File: config.mk
export PLATFORM = sky130hd
export DESIGN_NAME = univ_shift_reg
export DESIGN_NICKNAME = d
export VERILOG_FILES = /design/src/rtl/shreg_pkg.sv /design/src/rtl/shreg_step.sv /design/src/rtl/univ_shift_reg.sv
export SDC_FILE = /design/constraint.sdc
export NUM_CORES = 1
export LEC_CHECK = 0
export ABC_CLOCK_PERIOD_IN_PS = 1800
export BUFFER_PORTS_ARGS = -buffer_cell sky130_fd_sc_hd__buf_4
export CORE_MARGIN = 2
export CORE_UTILIZATION = 47
export CTS_CLUSTER_DIAMETER = 100
export DETAILED_ROUTE_END_ITERATION = 10
export PLACE_DENSITY = 0.86
export SLEW_MARGIN = 30
export SYNTH_ARGS = -nofsm -noshare
export SYNTH_HDL_FRONTEND = slang
export SYNTH_SLANG_ARGS = --single-unit
export TNS_END_PERCENT = 10
File: constraint.sdc
create_clock -name clk -period 1.8 [get_ports clk]
set_input_delay 0.36 -clock clk [delete_from_list [all_inputs] [get_ports clk]]
set_output_delay 0.36 -clock clk [all_outputs]
set_load 0.1 [all_outputs]
File: src/rtl/shreg_pkg.sv
// Shared definitions for the universal shift register: mode encodings and burst FSM states.
package shreg_pkg;

    localparam logic [2:0] MODE_HOLD     = 3'b000;
    localparam logic [2:0] MODE_LOAD     = 3'b001;
    localparam logic [2:0] MODE_SHL      = 3'b010;
    localparam logic [2:0] MODE_SHR      = 3'b011;
    localparam logic [2:0] MODE_ASR      = 3'b100;
    localparam logic [2:0] MODE_ROL      = 3'b101;
    localparam logic [2:0] MODE_ROR      = 3'b110;
    localparam logic [2:0] MODE_INC_LFSR = 3'b111;

    typedef enum logic {
        ST_IDLE = 1'b0,
        ST_RUN  = 1'b1
    } shreg_state_t;

endpackage

File: src/rtl/shreg_step.sv
// Combinational step function f(q) of the universal shift register.
// Mode 111 is increment by default, or a Fibonacci LFSR step when SHREG_LFSR_EN is defined.
module shreg_step
    import shreg_pkg::*;
#(
    parameter int               WIDTH = 8,
    parameter logic [WIDTH-1:0] TAPS  = 8'hB8
) (
    input  logic [WIDTH-1:0] q,
    input  logic [2:0]       mode,
    input  logic [WIDTH-1:0] pin,
    input  logic             sin_l,
    input  logic             sin_r,
    output logic [WIDTH-1:0] q_step
);

    logic [WIDTH-1:0] q_alt;

`ifdef SHREG_LFSR_EN
    // An all-zero register has zero parity feedback, so it stays at zero.
    assign q_alt = {q[WIDTH-2:0], ^(q & TAPS)};
`else
    assign q_alt = q + {{(WIDTH-1){1'b0}}, 1'b1};
`endif

    always_comb begin
        q_step = q;
        case (mode)
            MODE_HOLD:     q_step = q;
            MODE_LOAD:     q_step = pin;
            MODE_SHL:      q_step = {q[WIDTH-2:0], sin_l};
            MODE_SHR:      q_step = {sin_r, q[WIDTH-1:1]};
            MODE_ASR:      q_step = {q[WIDTH-1], q[WIDTH-1:1]};
            MODE_ROL:      q_step = {q[WIDTH-2:0], q[WIDTH-1]};
            MODE_ROR:      q_step = {q[0], q[WIDTH-1:1]};
            MODE_INC_LFSR: q_step = q_alt;
            default:       q_step = q;
        endcase
    end

endmodule

File: src/rtl/univ_shift_reg.sv
// WIDTH-bit universal shift register with single-step modes and a counted burst engine.
// Build with SHREG_LFSR_EN to turn mode 111 into an LFSR step using TAPS.
module univ_shift_reg
    import shreg_pkg::*;
#(
    parameter int               WIDTH = 8,
    parameter int               CNT_W = 4,
    parameter logic [WIDTH-1:0] TAPS  = 8'hB8
) (
    input  logic             clk,
    input  logic             clr,
    input  logic             pre,
    input  logic             en,
    input  logic [2:0]       mode,
    input  logic [WIDTH-1:0] pin,
    input  logic             sin_l,
    input  logic             sin_r,
    input  logic             start,
    input  logic [CNT_W-1:0] cnt,
    output logic [WIDTH-1:0] q,
    output logic             sout_l,
    output logic             sout_r,
    output logic             busy,
    output logic             done
);

    shreg_state_t     state_reg, state_next;
    logic [CNT_W-1:0] rem_reg, rem_next;
    logic [2:0]       mode_reg, mode_next;
    logic [WIDTH-1:0] q_reg, q_next;
    logic             done_reg, done_next;
    logic [2:0]       step_mode;
    logic [WIDTH-1:0] step_q;

    // During a burst the latched mode drives the step function; otherwise the live mode.
    assign step_mode = (state_reg == ST_RUN) ? mode_reg : mode;

    shreg_step #(
        .WIDTH (WIDTH),
        .TAPS  (TAPS)
    ) u_step (
        .q      (q_reg),
        .mode   (step_mode),
        .pin    (pin),
        .sin_l  (sin_l),
        .sin_r  (sin_r),
        .q_step (step_q)
    );

    always_ff @(posedge clk or posedge clr) begin
        if (clr) begin
            state_reg <= ST_IDLE;
            rem_reg   <= '0;
            mode_reg  <= MODE_HOLD;
            q_reg     <= '0;
            done_reg  <= 1'b0;
        end else begin
            state_reg <= state_next;
            rem_reg   <= rem_next;
            mode_reg  <= mode_next;
            q_reg     <= q_next;
            done_reg  <= done_next;
        end
    end

    always_comb begin
        state_next = state_reg;
        rem_next   = rem_reg;
        mode_next  = mode_reg;
        q_next     = q_reg;
        done_next  = 1'b0;
        if (pre) begin
            q_next     = '1;
            state_next = ST_IDLE;
            rem_next   = '0;
        end else begin
            case (state_reg)
                ST_IDLE: begin
                    if (start) begin
                        if (cnt == '0) begin
                            done_next = 1'b1;
                        end else begin
                            mode_next  = mode;
                            rem_next   = cnt;
                            state_next = ST_RUN;
                        end
                    end else if (en) begin
                        q_next = step_q;
                    end
                end
                ST_RUN: begin
                    q_next   = step_q;
                    rem_next = rem_reg - CNT_W'(1);
                    if (rem_reg == CNT_W'(1)) begin
                        state_next = ST_IDLE;
                        done_next  = 1'b1;
                    end
                end
                default: state_next = ST_IDLE;
            endcase
        end
    end

    assign q      = q_reg;
    assign busy   = (state_reg == ST_RUN);
    assign done   = done_reg;
    assign sout_l = q_reg[WIDTH-1];
    assign sout_r = q_reg[0];

endmodule
==> flow_metrics.tcl <==
set metrics [dict create \
    outcome "finished with violations" \
    violations "setup timing" \
    io_buffers 33 \
    vias_per_cell 6.39 \
    rsz0062_at_grt "true" \
    die_x_um 57.4 \
    endpoint_kind "flop" \
    ys_seq_area_frac 0.317 \
    synth_enable_flop_cells 0 \
    cp-start-kind "flop" \
    dr.first_iter.drc_count 80 \
    max_freq_mhz 551 \
    yosysMostFrequentCell "nor2_1" \
    postLayoutSetupSlackWorst_ns -0.0164 \
    track_usage 0.242 \
    p_total_mw 1.72 \
    overflow 0 \
    finalClockSkew_ns 0.00590 \
    rrSetupSlack_ns -0.02 \
    final_cells 229 \
    yosys.area.top_type "dfrtp_1" \
    clk_path_buf_depth 2 \
    period_share 1.01 \
    nets 224 \
    place_inst 221 \
    die_area_mm2 0.00329 \
    drc 0 \
    yosysWarnings 0 \
    synth_nets 180 \
    reg2reg_to "q[6]$_DFFE_PP0P_" \
    synthTopCellsByCount "24 x nor2_1, 17 x dfrtp_1, 17 x nand2_1, 8 x inv_1, 5 x o221ai_1" \
    maxCapViolations 0 \
    synth_top_area_share 0.317 \
    synth_area_per_cell_um2 8.65 \
    grt_use_met2 0.425 \
    core-area_mm2 0.00273 \
    grt_pass1_vias 1295 \
    n_antenna_cell 0 \
    r2r_start "busy$_DFF_PP0_" \
    antenna_left 0 \
    path_cells "buf_6 -> a32o_2 -> o21bai_4 -> a221o_1 -> a211o_1" \
    wl_per_cell_um 17.6 \
    routabilityCongestion 0.836 \
    final_util 0.651 \
    required_ns 2.01 \
    die_y_um 57.4 \
    wl_mm 4.02 \
    slew_violations 0 \
    busiest_layer "met2" \
    p_per_area_mw_per_mm2 968 \
    slowest_stage "dfrtp_4" \
    vias 1464 \
    clk_pin_slew_ns 0.11 \
    worstSetupPathType "reg2reg" \
    ir_drop_mv 0.623 \
    antenna_found_initial 0 \
    place_ws_ns -0.00448 \
    use_met1 0.289 \
    yosys-top-cells-area "dfrtp_1 32%, nor2_1 6.7%, nand2_1 4.8%" \
    ys_types 52 \
    grt_max_degree 18 \
    synth-seq-cells 17 \
    synth_ff_type "dfrtp_1" \
    cts_root_buf "clkbuf_4" \
    cp_data_arrival_time_ns 2.02 \
    whs_ns 0.145 \
    synthArstFlopShare 1.00 \
    n_fill_cell 221 \
    p_leak_nw 0.767 \
    min_period_ns 1.82 \
    syn_area_mm2 0.00134 \
    clock_sinks 17 \
    first_pass_iters 4 \
    relSlewSlack 0.545 \
    syn_inst 155 \
    tightest_slew_ns 0.682 \
    ioPinCount 34 \
    dpl.hpwl_mm 2.75 \
    htree_levels 1 \
    reg2reg_depth 5 \
    syn_to_final_growth_pct 32.9 \
    cts_buffers 3 \
    max_stage_delay_ns 0.56 \
    hold_path_class "in2async" \
    worstPathMaxFanout 7 \
    cts_tree "yes" \
    std_cell_rows 19 \
    grt_pass1_wl_mm 6.07 \
    timing_hold_violations_final 0 \
    clk_latency_ns 0.31 \
    initial_core_util 0.490 \
    finalSetupViolations 2 \
    grtUsageMet3 0.0363 \
    largest_register_ff_count 8 \
    drive_above_1_share 0.364 \
]
==> stage by stage <==
step	area, um2	setup TNS, ns
2_1_floorplan	1350	-0.974
3_3_place_gp	1650	0
3_5_place_dp	1650	-0.00448
4_1_cts	1710	-0.151
5_1_grt	1780	-0.291
6_report	1780	-0.0189
==> routing by layer <==
layer	vias to the layer above	wire length, um
met5	-	0
li1	666	-
met1	685	1530
met4	0	88
met3	14	337
met2	99	2060
==> area by class of cell <==
class	instances	area, um2	share of cell area
inverter	8	30.0	0.0169
sequential	17	434	0.244
multi-input combinational	123	886	0.498
tap	31	38.8	0.0218
clock buffer	4	26.3	0.0148
timing repair buffer	46	365	0.205
==> worst max-delay path: cells and delay by family (launching register included) <==
kind	cells	cell delay [ns]
AO/OA/AOI/OAI	4	1.02
buffers and inverters	1	0.14
flip-flops	1	0.56
==> report_power, final <==
group / switching, mW / internal, mW
Combinational: 0.615 / 0.340
Clock: 0.136 / 0.0867
Sequential: 0.105 / 0.441
==> repair_timing <==
action                     4_1_cts  5_1_grt
gates resized for setup          0       13
buffers inserted                 2        2
setup endpoints to repair        6        7
hold buffers                     0        0
pin swaps                        0        2
==> kinds of logic (layout without fill, tap and decap cells) <==
kind of cell / Yosys count / count (layout) / synth area share
and+or+nand+nor: 65 / 65 / 0.227
xor gates and xnor gates: 6 / 6 / 0.0392
adders and majority gates: 3 / 3 / 0.0280
DFF: 17 / 17 / 0.317
AOI/OAI and AO/OA: 42 / 42 / 0.258
buffers and inverters: 15 / 58 / 0.0598
muxes: 7 / 7 / 0.0710
==> worst max path at each step <==
stage	slack (ns)	to	startpoint	depth (start not counted)
floorplan	-0.16	q[6]$_DFFE_PP0P_	busy$_DFF_PP0_	6
global placement	0.04	q[4]$_DFFE_PP0P_	busy$_DFF_PP0_	5
detailed placement	-0.004	q[2]$_DFFE_PP0P_	busy$_DFF_PP0_	5
CTS	-0.05	q[4]$_DFFE_PP0P_	busy$_DFF_PP0_	5
global route	-0.07	q[2]$_DFFE_PP0P_	busy$_DFF_PP0_	6
finish	-0.02	q[6]$_DFFE_PP0P_	busy$_DFF_PP0_	5
==> layout by cell type (no fill, tap or decap), types with 2 or more instances in the layout <==
master	netlist	routed
and3_1	3	3
dfrtp_1	17	12
dfrtp_2	0	4
ha_1	3	3
xnor2_1	3	3
xor2_1	3	3
nand2_2	2	2
mux2_2	3	3
nor2_1	24	24
a311oi_1	2	2
o221ai_1	5	5
buf_6	1	2
o21ai_0	4	4
nand2b_1	3	3
buf_4	4	43
o22a_1	3	2
a31oi_1	2	2
a21oi_1	3	3
a211oi_1	4	4
clkbuf_4	0	3
inv_1	8	8
a221oi_1	3	2
nand2_1	17	17
nor3_1	4	4
mux2i_4	1	2
nand3_1	2	2
No activity file was read; power rests on OpenSTA's default activity.
